===== config.mk =====
export PLATFORM = sky130hd
export DESIGN_NAME = frame_tx_controller_flat
export DESIGN_NICKNAME = d
export VERILOG_FILES = /design/src/rtl/frame_tx_controller_pkg.sv /design/src/rtl/frame_tx_controller_if.sv /design/src/rtl/frame_tx_controller_addr_gen.sv /design/src/rtl/frame_tx_controller.sv /design/src/flat_wrapper.sv
export SDC_FILE = /design/constraint.sdc
export NUM_CORES = 1
export LEC_CHECK = 0
export ABC_AREA = 1
export ABC_CLOCK_PERIOD_IN_PS = 3200
export BUFFER_PORTS_ARGS = -buffer_cell sky130_fd_sc_hd__buf_4
export CORE_AREA = 3 3 91 93
export DETAILED_ROUTE_END_ITERATION = 6
export DIE_AREA = 0 0 94 96
export GPL_ROUTABILITY_DRIVEN = 1
export PLACE_DENSITY = 0.61
export SYNTH_ARGS = -nofsm -noshare
export SYNTH_HDL_FRONTEND = slang
export SYNTH_SLANG_ARGS = --single-unit

===== constraint.sdc =====
create_clock -name clk -period 3.2 [get_ports clk]
set_input_delay 0 -clock clk [delete_from_list [all_inputs] [get_ports clk]]
set_output_delay 0 -clock clk [all_outputs]
set_load 0.02 [all_outputs]

===== src/rtl/frame_tx_controller_pkg.sv =====
// rtl/frame_tx_controller_pkg.sv - shared types and constants for the frame transmit controller
package frame_tx_pkg;

    typedef enum logic [2:0] {
        IDLE,
        WAIT_FRAME,
        LOAD,
        FIRE,
        WAIT_BUSY,
        WAIT_DONE,
        GAP,
        FINISH
    } frame_tx_state_t;

    localparam logic [11:0] HEADER_WORD = 12'hFA5;

endpackage


===== src/rtl/frame_tx_controller_if.sv =====
// rtl/frame_tx_controller_if.sv - command, frame-buffer and pixel-sender signals of the frame transmit controller
interface frame_tx_controller_if #(
    parameter int ADDR_W = 17
);
    logic              start;
    logic              small_mode;
    logic              abort;
    logic              frame_end;
    logic              tx_ready;
    logic              tx_start;
    logic [ADDR_W-1:0] address;
    logic              fb_freeze;
    logic              header_sel;
    logic              busy;
    logic              done;

    modport master (
        input  start, small_mode, abort, frame_end, tx_ready,
        output tx_start, address, fb_freeze, header_sel, busy, done
    );

    modport slave (
        output start, small_mode, abort, frame_end, tx_ready,
        input  tx_start, address, fb_freeze, header_sel, busy, done
    );
endinterface


===== src/rtl/frame_tx_controller_addr_gen.sv =====
// rtl/frame_tx_controller_addr_gen.sv - frame-buffer read address walker, full or 2x-decimated order
module frame_tx_addr_gen
    import frame_tx_pkg::*;
#(
    parameter int WIDTH  = 320,
    parameter int HEIGHT = 240,
    parameter int ADDR_W = 17
) (
    input  logic              clk,
    input  logic              rst,
    input  logic              clear,
    input  logic              advance,
    input  logic              small_mode,
    output logic [ADDR_W-1:0] address,
    output logic              last
);
    localparam int CW = (WIDTH > 1) ? $clog2(WIDTH) : 1;
    localparam int RW = (HEIGHT > 1) ? $clog2(HEIGHT) : 1;

    logic [CW-1:0]     col_q, col_d, col_max;
    logic [RW-1:0]     row_q, row_d, row_max;
    logic [ADDR_W-1:0] addr_q, addr_d;
    logic              col_end;

    assign col_max = small_mode ? CW'(WIDTH / 2 - 1) : CW'(WIDTH - 1);
    assign row_max = small_mode ? RW'(HEIGHT / 2 - 1) : RW'(HEIGHT - 1);
    assign col_end = (col_q == col_max);
    assign last    = col_end && (row_q == row_max);
    assign address = addr_q;

    // Decimated order skips every other column, and the odd line at row end
    always_comb begin
        col_d  = col_q;
        row_d  = row_q;
        addr_d = addr_q;
        if (clear) begin
            col_d  = '0;
            row_d  = '0;
            addr_d = '0;
        end else if (advance) begin
            if (col_end) begin
                col_d  = '0;
                row_d  = row_q + 1'b1;
                addr_d = addr_q + (small_mode ? ADDR_W'(WIDTH + 2) : ADDR_W'(1));
            end else begin
                col_d  = col_q + 1'b1;
                addr_d = addr_q + (small_mode ? ADDR_W'(2) : ADDR_W'(1));
            end
        end
    end

    always_ff @(posedge clk or negedge rst) begin
        if (!rst) begin
            col_q  <= '0;
            row_q  <= '0;
            addr_q <= '0;
        end else begin
            col_q  <= col_d;
            row_q  <= row_d;
            addr_q <= addr_d;
        end
    end

endmodule


===== src/rtl/frame_tx_controller.sv =====
// rtl/frame_tx_controller.sv - sequences one frame out to the UART pixel sender
// Optional sync-word preamble before pixel 0 when FRAME_TX_HEADER_EN is defined.
module frame_tx_controller
    import frame_tx_pkg::*;
#(
    parameter int WIDTH      = 320,
    parameter int HEIGHT     = 240,
    parameter int TIME_DELAY = 5000,
    parameter int ADDR_W     = 17
) (
    input  logic                  clk,
    input  logic                  rst,
    frame_tx_controller_if.master bus
);
    localparam int GW = $clog2(TIME_DELAY + 1);
    localparam logic [GW-1:0] GAP_LOAD = GW'(TIME_DELAY - 1);
`ifdef FRAME_TX_HEADER_EN
    localparam logic HEADER_EN = 1'b1;
`else
    localparam logic HEADER_EN = 1'b0;
`endif

    frame_tx_state_t state_q, state_d;
    logic [GW-1:0]   gap_q, gap_d;
    logic            small_q, small_d;
    logic            tx_start_q, tx_start_d;
    logic            fb_freeze_q, fb_freeze_d;
    logic            header_q, header_d;
    logic            busy_q, busy_d;
    logic            done_q, done_d;
    logic            clear, advance, last;

    frame_tx_addr_gen #(
        .WIDTH  (WIDTH),
        .HEIGHT (HEIGHT),
        .ADDR_W (ADDR_W)
    ) u_addr_gen (
        .clk        (clk),
        .rst        (rst),
        .clear      (clear),
        .advance    (advance),
        .small_mode (small_q),
        .address    (bus.address),
        .last       (last)
    );

    always_comb begin
        state_d     = state_q;
        gap_d       = gap_q;
        small_d     = small_q;
        fb_freeze_d = fb_freeze_q;
        header_d    = header_q;
        busy_d      = busy_q;
        tx_start_d  = 1'b0;
        done_d      = 1'b0;
        clear       = 1'b0;
        advance     = 1'b0;
        if (bus.abort) begin
            state_d     = IDLE;
            fb_freeze_d = 1'b0;
            header_d    = 1'b0;
            busy_d      = 1'b0;
        end else begin
            case (state_q)
                IDLE: if (bus.start) begin
                    small_d = bus.small_mode;
                    clear   = 1'b1;
                    busy_d  = 1'b1;
                    state_d = WAIT_FRAME;
                end
                WAIT_FRAME: if (bus.frame_end) begin
                    fb_freeze_d = 1'b1;
                    header_d    = HEADER_EN;
                    state_d     = LOAD;
                end
                LOAD: begin
                    tx_start_d = 1'b1;
                    state_d    = FIRE;
                end
                FIRE: state_d = WAIT_BUSY;
                WAIT_BUSY: if (!bus.tx_ready) state_d = WAIT_DONE;
                WAIT_DONE: if (bus.tx_ready) begin
                    gap_d   = GAP_LOAD;
                    state_d = GAP;
                end
                GAP: begin
                    if (gap_q != '0) begin
                        gap_d = gap_q - 1'b1;
                    end else if (header_q) begin
                        // Header word reuses address 0, so pixel 0 follows without advancing
                        header_d = 1'b0;
                        state_d  = LOAD;
                    end else if (last) begin
                        done_d  = 1'b1;
                        state_d = FINISH;
                    end else begin
                        advance = 1'b1;
                        state_d = LOAD;
                    end
                end
                FINISH: begin
                    fb_freeze_d = 1'b0;
                    busy_d      = 1'b0;
                    state_d     = IDLE;
                end
                default: state_d = IDLE;
            endcase
        end
    end

    always_ff @(posedge clk or negedge rst) begin
        if (!rst) begin
            state_q     <= IDLE;
            gap_q       <= '0;
            small_q     <= 1'b0;
            tx_start_q  <= 1'b0;
            fb_freeze_q <= 1'b0;
            header_q    <= 1'b0;
            busy_q      <= 1'b0;
            done_q      <= 1'b0;
        end else begin
            state_q     <= state_d;
            gap_q       <= gap_d;
            small_q     <= small_d;
            tx_start_q  <= tx_start_d;
            fb_freeze_q <= fb_freeze_d;
            header_q    <= header_d;
            busy_q      <= busy_d;
            done_q      <= done_d;
        end
    end

    assign bus.tx_start  = tx_start_q;
    assign bus.fb_freeze = fb_freeze_q;
    assign bus.busy      = busy_q;
    assign bus.done      = done_q;
`ifdef FRAME_TX_HEADER_EN
    assign bus.header_sel = header_q;
`else
    assign bus.header_sel = 1'b0;
`endif

endmodule


===== src/flat_wrapper.sv =====
// flat-port wrapper written by rule: the top's interface ports become plain ports
module frame_tx_controller_flat import frame_tx_pkg::*;
#(
    parameter int WIDTH      = 320,
    parameter int HEIGHT     = 240,
    parameter int TIME_DELAY = 5000,
    parameter int ADDR_W     = 17
)
  (clk, rst, bus_start, bus_small_mode, bus_abort, bus_frame_end, bus_tx_ready, bus_tx_start, bus_address, bus_fb_freeze, bus_header_sel, bus_busy, bus_done);
  frame_tx_controller_if #(.ADDR_W(ADDR_W)) bus_i ();
  input  logic clk;
  input  logic rst;
  input wire logic [$bits(bus_i.start)-1:0] bus_start;
  input wire logic [$bits(bus_i.small_mode)-1:0] bus_small_mode;
  input wire logic [$bits(bus_i.abort)-1:0] bus_abort;
  input wire logic [$bits(bus_i.frame_end)-1:0] bus_frame_end;
  input wire logic [$bits(bus_i.tx_ready)-1:0] bus_tx_ready;
  output wire logic [$bits(bus_i.tx_start)-1:0] bus_tx_start;
  output wire logic [$bits(bus_i.address)-1:0] bus_address;
  output wire logic [$bits(bus_i.fb_freeze)-1:0] bus_fb_freeze;
  output wire logic [$bits(bus_i.header_sel)-1:0] bus_header_sel;
  output wire logic [$bits(bus_i.busy)-1:0] bus_busy;
  output wire logic [$bits(bus_i.done)-1:0] bus_done;
  assign bus_i.start = bus_start;
  assign bus_i.small_mode = bus_small_mode;
  assign bus_i.abort = bus_abort;
  assign bus_i.frame_end = bus_frame_end;
  assign bus_i.tx_ready = bus_tx_ready;
  assign bus_tx_start = bus_i.tx_start;
  assign bus_address = bus_i.address;
  assign bus_fb_freeze = bus_i.fb_freeze;
  assign bus_header_sel = bus_i.header_sel;
  assign bus_busy = bus_i.busy;
  assign bus_done = bus_i.done;
  frame_tx_controller #(.WIDTH(WIDTH), .HEIGHT(HEIGHT), .TIME_DELAY(TIME_DELAY), .ADDR_W(ADDR_W)) u_core (.clk(clk), .rst(rst), .bus(bus_i));
endmodule

==> summary by stage, run 1 <==
Outcome
The run finished with clean final reports.

Global routing
The pin count of the biggest net entering global routing is 56. Global routing used 17.14% of the available tracks across all layers. The wire length of the first global-routing pass is 12230 um. The busiest layer in global routing is met2.

In the global route stage, met2 resource usage came out at 28.33%. For met3 alone, demand over resource in global routing was 2.580%. The number of global-route vias before repair came to 2657. The global routing usage on met1 is 22.74%. The initial antenna violation count was 0.

The overall overflow remaining after global route is 0.

Min path
The class of the tightest hold or removal check is in -> reg. The worst hold path terminates at u_core.bus.busy$_DFFE_PN0P_. In this run the most critical hold path is launched from bus_start. Along the worst hold path, the cell count comes to 3.

Final layout
The area growth from synthesis to layout is 12.48%. The library cells used most frequently in the layout, excluding fill and tap cells, are 87 x sky130_fd_sc_hd__nand2_1, 58 x sky130_fd_sc_hd__nor2_1, 55 x sky130_fd_sc_hd__dfrtp_1, 50 x sky130_fd_sc_hd__inv_1. The most frequent standard cell in the layout excluding fill and tap cells is sky130_fd_sc_hd__nand2_1.

The number of nets in the layout is 480. The layout has 778 filler cells. The count of antenna diodes in the layout is 0. The share of layout cells above drive strength 1 is 16.20%.

Clock tree
Buffers inserted during clock tree synthesis total 5. The clock sink total is 55. The master cell of the clock root buffer is sky130_fd_sc_hd__clkbuf_8. The maximum number of buffers from clock root to sink is 2. The clock transition at the registers of the reported paths is 0.10 ns.

The number of levels the H-tree was split into is 2. Clock latency on the worst-skew pair, taken at its later pin, is 0.31 ns. TritonCTS built the clock tree.

Floorplanning
The height of the die is 96 um. The initialized floorplan defines 32 standard-cell rows. In this run the horizontal extent of the chip is 94 um. The region available for standard cell placement spans 0.007607 mm^2. The floorplan step defined a die boundary enclosing 0.009024 mm^2. The initial utilization of the core area, before any placement, comes to 43.88%. Pin placement for this block handled 29 I/O pins.

Synthesis
The instance count of the mapped netlist is 430. The area share of the leading cell type in the synthesized netlist is 41.23%. The proportion of synthesized chip area in sequential cells is 41.23%.

The number of nets in the synthesized netlist is 447. The mean post-synth cell area is 7.763 um^2. The cell area that synthesis handed to floorplanning was 0.003338 mm^2.

The flip-flop cell with the highest count after synthesis is sky130_fd_sc_hd__dfrtp_1. The synthesized flop and latch total is 55. The number of distinct library cells after synthesis is 43. The fraction of synthesis flops using an asynchronous set or reset pin is 100.0%. Sorting the synthesized cells by area gives the leading types as sky130_fd_sc_hd__dfrtp_1 41%, sky130_fd_sc_hd__nand2_1 9.8%, sky130_fd_sc_hd__nor2_1 6.5%, sky130_fd_sc_hd__inv_1 5.6%, sky130_fd_sc_hd__a21oi_1 4.0%. The number of enable flip-flop cells after synthesis is 0. During synthesis, Yosys emitted a total of 0 warnings.

The cell accounting for the most synthesized area is sky130_fd_sc_hd__dfrtp_1.

Timing
Static timing analysis puts the maximum clock frequency at 452.2 MHz. For the pin with the worst max-slew slack, the measured transition is 0.7081 ns. The final setup slack of the worst path is 0.9884 ns. The worst path uses 69.11% of the clock period. Setup violations remaining at the end of the flow were counted as 0. The maximum clock skew at final layout is 0.006406 ns. The final-report hold violation count is 0. The number of max-slew violations in the final report is 0. Adding up every negative setup slack in the final design gives 0 ns. Setup repair after global routing left no endpoint under its margin.

In this run the tightest slew margin relative to its limit is 52.79%. The clock period could shrink to 2.212 ns.

Drt
The count of antenna-violating nets left after detailed routing is 0. The detailed-route via count is 2825. After detailed routing, the number of remaining DRC violations is 0. The first TritonRoute pass finished after 4 iterations.

The average detailed-routed wire length per instance is 12.66 um. The aggregate routed wire length is 7154 um. The DRC violation total after the first TritonRoute iteration is 125. After detailed routing, the number of vias per cell comes to 5.000.

Setup path
The depth of the most critical reg-to-reg path is 12. The nature of the critical path endpoint is a flop. The critical path in this run is classified as reg -> reg.

The master of the slowest instance on the critical path is sky130_fd_sc_hd__dfrtp_1. The type of element launching the critical path is a flop. The required time at the endpoint of the critical path is 3.41 ns. The number of buffers and inverters on the critical path is 1. On the worst path, the slowest cell contributes a delay of 0.50 ns. The highest fanout seen on the critical path is 8. The most critical setup path has its startpoint at u_core.small_q$_DFFE_PN0P_.

The critical path goes through inv_2 -> ha_1 -> fa_1 -> nand2_1 -> nor3_1 -> nand3_1 -> nand2_1 -> nand3_1 -> nand2_2 -> nand3_1 -> nand2_1 -> nor2_1. The arrival time reported for the critical path endpoint is 2.42 ns. The worst register-to-register path ends at u_core.u_addr_gen.address[12]$_DFFE_PN0P_. The setup slack of the most critical reg-to-reg path is 0.99 ns. Grouping stages by cell kind, the critical path spends the most delay in simple AND/OR/NAND/NOR gates. The launching point of the worst reg2reg path is u_core.small_q$_DFFE_PN0P_.

Power
For this design the ratio of total power to cell area is 512.8 mW/mm^2. The peak supply drop is 0.2624 mV. The total leakage power is 1.839 nW.

Place
The setup slack at placement is 0.9914 ns. The number of buffer cells added on primary ports is 27. After legalization and detailed placement, the total HPWL measured 5337 um. The routability-driven placement congestion ratio is 0.8322.

Run
Across the run, the number of max-cap violations was 0.
area by class of cell:
cell class	count	area, um^2	area share (%)
Clock buffer	6	82.58	2.199
Clock inverter	1	5.005	0.1333
Inverter	59	232.7	6.198
Multi-Input combinational cell	312	1698	45.22
Sequential cell	55	1376	36.65
Tap cell	102	127.6	3.399
Timing Repair Buffer	30	232.7	6.198
flip-flops by register name (all words and copies together) (netlist names):
name,count
u_core.small_q,1
u_core.state_q,3
u_core.gap_q,13
u_core.bus.done,1
u_core.bus.tx_start,1
u_core.u_addr_gen.address,17
u_core.u_addr_gen.col_q,9
u_core.u_addr_gen.row_q,8
u_core.bus.busy,1
u_core.bus.fb_freeze,1
cell usage after synthesis, types with 3 or more instances:
| master | number |
|---|---|
| sky130_fd_sc_hd__nand2_2 | 11 |
| sky130_fd_sc_hd__inv_1 | 50 |
| sky130_fd_sc_hd__nand2_8 | 3 |
| sky130_fd_sc_hd__o31ai_1 | 4 |
| sky130_fd_sc_hd__xor2_1 | 8 |
| sky130_fd_sc_hd__ha_1 | 9 |
| sky130_fd_sc_hd__o22ai_1 | 4 |
| sky130_fd_sc_hd__nand2_1 | 87 |
| sky130_fd_sc_hd__a21oi_1 | 27 |
| sky130_fd_sc_hd__nor2_1 | 58 |
| sky130_fd_sc_hd__dfrtp_1 | 55 |
| sky130_fd_sc_hd__o21ai_1 | 4 |
| sky130_fd_sc_hd__o21ai_0 | 23 |
| sky130_fd_sc_hd__nand3_2 | 3 |
| sky130_fd_sc_hd__nor2_2 | 7 |
| sky130_fd_sc_hd__nand3_1 | 24 |
| sky130_fd_sc_hd__inv_2 | 6 |
| sky130_fd_sc_hd__nor3_1 | 7 |
| sky130_fd_sc_hd__nand4_1 | 9 |
power breakdown:
part / leakage (nW) / total [mW] / switching [mW] / internal [mW]
registers: 0.744 / 0.897 / 0.0995 / 0.797
logic: 1.05 / 0.631 / 0.420 / 0.211
clock network: 0.0470 / 0.398 / 0.227 / 0.171
per-stage QoR:
| step | power, mW | area, um^2 | cells | utilization, % | hold WS, ns |
|---|---|---|---|---|---|
| after floorplan | 1.379 | 3338 | 430 | - | -0.2956 |
| after global placement | 1.525 | 3637 | 555 | 47.81 | 0.1129 |
| after detailed placement | 1.546 | 3637 | 555 | 47.81 | 0.1126 |
| after CTS | 1.958 | 3755 | 565 | 49.36 | 0.02241 |
| after global routing | 2.087 | 3755 | 565 | 49.36 | 0.02790 |
| final | 1.926 | 3755 | 565 | 49.36 | 0.03424 |
how the worst max path moves through the flow:
stage / slack [ns] / cells after the start / endpoint
finish: 0.99 / 12 / u_core.u_addr_gen.address[12]$_DFFE_PN0P_
global route: 0.72 / 12 / u_core.u_addr_gen.address[16]$_DFFE_PN0P_
CTS: 0.97 / 11 / u_core.u_addr_gen.address[12]$_DFFE_PN0P_
detailed placement: 0.99 / 12 / u_core.u_addr_gen.address[12]$_DFFE_PN0P_
global placement: 1.00 / 12 / u_core.u_addr_gen.address[12]$_DFFE_PN0P_
floorplan: 1.30 / 11 / u_core.u_addr_gen.address[12]$_DFFE_PN0P_
kinds of logic after synthesis:
logic type | after synthesis | synth area share [%]
and+or+nand+nor | 218 | 31.56
other | 1 | 0.1123
AOI/OAI and AO/OA | 75 | 13.12
adders and majority gates | 10 | 3.973
DFF | 55 | 41.23
buffers and inverters | 63 | 7.908
xor gates and xnor gates | 8 | 2.099
repair_timing:
item / in CTS / in global routing
buffers inserted: 0 / 0
hold buffers: 3 / 0
endpoints found under the hold margin: 57 / 0
resized for setup: 0 / 0
worst reg2reg max path: cells and delay by family, from the launching register on:
kind,cells,cell delay (ns)
adder cells (fa/ha/maj),2,0.40
buffers and inverters,1,0.15
flip-flops,1,0.50
AND/OR/NAND/NOR,9,1.07
metal layers:
layer	up-vias	wire, um
met5	-	0
met4	0	131
met3	9	233
met2	45	3432
met1	1307	3356
li1	1464	-
Power figures use the tool's default switching activity.
==> run 2, diff against run 1 <==
- ABC_AREA: 1 -> 0
- ABC_CLOCK_PERIOD_IN_PS: 3200 -> 1800
- CORE_AREA: 3 3 91 93 -> 3 3 90 92
- DIE_AREA: 0 0 94 96 -> 0 0 93 95
- PLACE_DENSITY: 0.61 -> 0.64
- clock period: 3.2 -> 1.8 ns (I/O delays scaled with it)
==> run 2 against run 1 <==
The flow now finishes with violations (setup timing). Maximum frequency fell by 1.1%. Power grew 140%. Hold slack worse by 0.019 ns. Final area up 29%. Synthesized cell count fell by 13%. Cell count rose by 6.0%. Sequential power up 71%. Register-to-register slack lost 1.4 ns. Clock power rose by 82%. Die area decreased by 2.1%. Setup slack worse by 1.4 ns. Sequential share of layout area fell by 8.2 points. Largest power group is now combinational cells.
==> summary by stage, run 2 <==
Global routing
The total routing usage reported by global routing was 20.36% (+3.2 points). The pin count of the biggest net entering global routing is 56 (unchanged). The number of global-route vias before repair was 3162 (+19%). The initial antenna violation count is 0 (unchanged). The wire length of the first global-routing pass is 14750 um (+21%). The overall overflow remaining after global route is 0 (unchanged).

Outcome
The checks that failed: setup timing. The flow ran to the end, but the final reports show violations.

Setup path
The critical path goes through inv_2 -> ha_4 -> nor4b_4 -> nand4_4 -> or4b_4 -> buf_6 -> or3_4 -> a21oi_2. The arrival time reported for the critical path endpoint came to 2.49 ns (+0.07 ns). The most critical setup path has its startpoint at u_core.gap_q[1]$_DFFE_PN0P_. STA classifies the critical path startpoint as a flop. The gate family responsible for the most delay along the worst path is simple AND/OR/NAND/NOR gates. In this run the worst setup path terminates at u_core.u_addr_gen.row_q[3]$_DFFE_PN0P_. The required time at the endpoint of the critical path is 2.05 ns (-1.36 ns).

The kind of critical path is reg -> reg. The setup slack of the most critical reg-to-reg path was -0.44 ns (-1.43 ns). The reg-to-reg endpoint is u_core.u_addr_gen.row_q[3]$_DFFE_PN0P_.

The depth of the most critical reg-to-reg path is 8 (-4). The slowest stage of the critical path belongs to the cell sky130_fd_sc_hd__or4b_4. The number of buffers and inverters on the critical path is 2 (+1).

The launching point of the worst reg2reg path is u_core.gap_q[1]$_DFFE_PN0P_. The count of cell instances traversed by the critical path is 8 (-4). STA classifies the critical path endpoint as a flop. The highest fanout seen on the critical path is 6 (-2). The largest stage delay on the critical path is 0.51 ns (about the same).

Clock tree
The maximum number of buffers from clock root to sink was 2 (unchanged). The clock latency on the worst-skew pair is 0.31 ns (about the same). The CTS tree is done.

The master cell of the clock root buffer is sky130_fd_sc_hd__clkbuf_8. The number of buffers added by the clock tree synthesis step is 5 (unchanged). The clock transition at the registers of the reported paths came to 0.11 ns (about the same).

The clock sink total is 55 (unchanged). The number of levels the H-tree was split into is 2 (unchanged).

Synthesis
The count of yosys warnings during synthesis was 0 (unchanged). The net count after synthesis was 392 (-12%). The synthesized flop and latch total is 55 (unchanged). The combinational family with the most area after synthesis is simple AND/OR/NAND/NOR gates.

The instance count of the mapped netlist is 375 (-13%). The share of the synthesized area in compound gates (AO/OA/AOI/OAI) is 17.41% (+4.3 points). The most frequent cell after synthesis is sky130_fd_sc_hd__dfrtp_1. The flip-flop cell with the highest count after synthesis is sky130_fd_sc_hd__dfrtp_1. The share of cell area taken by muxes after synthesis is 3.962% (+4.0 points). The number of enable flip-flop cells after synthesis was 0 (unchanged). The simple logic cell fraction of the synthesized area was 27.96% (-3.6 points). The adder and majority cell fraction of the synthesized area is 4.038% (+0.065 points). The cell accounting for the most synthesized area is sky130_fd_sc_hd__dfrtp_1.

The area share of the leading cell type in the synthesized netlist is 41.90% (+0.68 points). The proportion of synthesized chip area in sequential cells was 41.90% (+0.68 points). By count the netlist is led by 55 x sky130_fd_sc_hd__dfrtp_1, 40 x sky130_fd_sc_hd__nand2_1, 35 x sky130_fd_sc_hd__o21ai_0. Ranked by total cell area, the synthesized netlist is headed by sky130_fd_sc_hd__dfrtp_1 42%, sky130_fd_sc_hd__o21ai_0 5.3%, sky130_fd_sc_hd__nand2_1 4.6%, sky130_fd_sc_hd__a21oi_1 4.1%, sky130_fd_sc_hd__mux2i_1 4.0%. The mean post-synth cell area is 8.758 um^2 (+13%). The xor and xnor fraction of the mapped netlist area is 0.8000% (-1.3 points). The area of the mapped netlist came to 0.003284 mm^2 (-1.6%). The fraction of synthesis flops using an asynchronous set or reset pin is 100.0% (unchanged). The number of distinct library cells after synthesis was 55 (+28%).

Power
The power density over the cells is 943.8 mW/mm^2 (+84%). The peak supply drop came to 0.5164 mV (+97%). The power consumption was 4.569 mW (+140%). The total leakage power is 2.129 nW (+16%).

Timing
Setup repair after global routing could not meet its margin everywhere. The maximum clock frequency came to 447.1 MHz (-1.1%). The relative slew slack is 50.30% (-2.5 points).

The transition time of the tightest slew-check pin is 0.7455 ns (+0.03744 ns). The final-report hold violation count is 0 (unchanged). The final-layout worst hold slack is 0.01507 ns (-0.01917 ns). The minimum clock period after layout came to 2.237 ns (+0.02514 ns). The accumulated negative setup slack was -13.45 ns (-13.45 ns). The number of setup violations in the final report is 48 (+48). The final setup slack of the worst path is -0.4368 ns (-1.425 ns).

The final clock period utilization by the worst path is 124.3% (+55 points). The number of max-slew violations in the final report was 0 (unchanged). The maximum clock skew at final layout is 0.008371 ns (+0.001966 ns).

Floorplanning
The die footprint is 0.008835 mm^2 (-2.1%). The area of the core is 0.007292 mm^2 (-4.1%). The row count is 31 (-3.1%). The die width is 93 um (-1.1%).

The I/O pin count came to 29 (unchanged). The height of the die is 95 um (-1.0%). The starting utilization of the core area is 45.04% (+1.2 points).

Drt
The count of antenna-violating nets left after detailed routing was 0 (unchanged). The DRC violation total after the first TritonRoute iteration is 138 (+10%). The detailed-route DRC error count is 0 (unchanged). The detailed-router iteration count before antenna repair is 4 (unchanged). The aggregate routed wire length is 8649 um (+21%). The average detailed-routed wire length per instance is 14.44 um (+14%). The average via count per standard cell is 5.431 (+8.6%). The detailed-route via count is 3253 (+15%).

Final layout
The number of nets in the layout is 516 (+7.5%). The share of layout cells above drive strength 1 was 39.80% (+24 points). The post-route cell area is 0.004841 mm^2 (+29%).

The end-of-flow core utilization is 66.39% (+17 points). The filler cell count is 624 (-20%). The number of flip-flops in the largest register came to 17 (unchanged). The most frequent standard cell in the layout excluding fill and tap cells is sky130_fd_sc_hd__buf_4.

The area added between synthesis and finish is 47.39%. The library cells used most frequently in the layout, excluding fill and tap cells, are 110 x sky130_fd_sc_hd__buf_4, 55 x sky130_fd_sc_hd__dfrtp_1, 38 x sky130_fd_sc_hd__nand2_1, 27 x sky130_fd_sc_hd__nor2_1, 21 x sky130_fd_sc_hd__a21oi_1. The count of antenna diodes in the layout is 0 (unchanged). The final cell count without fillers came to 599 (+6.0%).

Place
The routability-driven placement congestion ratio is 0.8692 (+4.4%). The number of cells after detailed placement was 580 (+4.5%). The number of buffer cells added on primary ports is 27 (unchanged). The setup slack at placement is -0.4651 ns (-1.456 ns).

The final HPWL from detailed placement was 5968 um (+12%). The placed standard-cell area is 0.004382 mm^2 (+20%).

Min path
The min-delay analysis places its worst path in the category in -> reg. The worst hold path begins at bus_abort.

Run
The max-cap check violation count is 0 (unchanged).
run 2: changes by cell type in the layout (fill, tap and decap cells not counted), sizes merged, moves of 5 or more:
| cell | before | now |
|---|---|---|
| xor2 | 8 | 2 |
| nor2 | 66 | 27 |
| o21ai | 27 | 38 |
| a211oi | 1 | 9 |
| inv | 58 | 19 |
| buf | 27 | 128 |
| mux2i | 0 | 13 |
| nand4 | 9 | 4 |
| nand2b | 0 | 13 |
| nand2 | 102 | 40 |
| or3 | 0 | 15 |
run 2: where the power goes:
group | total, mW | internal (mW) | switching (mW)
clock network | 0.724 | 0.280 | 0.444
registers | 1.53 | 1.40 | 0.133
logic | 2.31 | 1.10 | 1.21
total | 4.57 | 2.78 | 1.79
run 2: logic make-up after synthesis:
group / count (synthesis)
AOI/OAI and AO/OA: 96
and+or+nand+nor: 166
xor gates and xnor gates: 3
buffers and inverters: 31
DFF: 55
adders and majority gates: 10
other: 1
muxes: 13
run 2: routing by layer:
metal / routed length [um] / up-vias / GRT usage, %
met4: 132 / 0 / 5.861
met5: 0 / - / 0
met3: 250 / 15 / 3.187
li1: - / 1608 / -
met1: 4041 / 1566 / 27.54
met2: 4225 / 64 / 33.89
run 2: what timing repair did:
item,in CTS,in global routing
hold endpoints to repair,56,0
endpoints found under the setup margin,49,50
setup buffers,4,8
hold buffers,2,0
resized for setup,38,40
cloned,1,0
pin swaps,6,12
run 2: final cells by class:
class	instances	area [um^2]	share of cell area, %
Clock buffer	5	68.82	1.422
Clock inverter	3	23.77	0.4911
Inverter	18	70.07	1.447
Multi-Input combinational cell	289	2106	43.50
Sequential cell	55	1376	28.43
Tap cell	99	123.9	2.559
Timing Repair Buffer	130	1072	22.15
run 2: worst register-to-register path, delay by kind of cell (launching register included):
family	cells	cell delay, ns
fa+ha+maj	1	0.14
compound gates	1	0.14
buf+inv	2	0.23
simple gates	4	1.27
flops	1	0.40
run 2: how the worst min path moves through the flow:
stage,endpoint,cells past startpoint
5_1_grt,u_core.state_q[2]$_DFFE_PN0P_,3
3_5_place_dp,u_core.gap_q[4]$_DFFE_PN0P_,1
3_3_place_gp,u_core.gap_q[6]$_DFFE_PN0P_,1
6_report,u_core.state_q[2]$_DFFE_PN0P_,3
4_1_cts,u_core.state_q[2]$_DFFE_PN0P_,3
2_1_floorplan,u_core.bus.busy$_DFFE_PN0P_,0
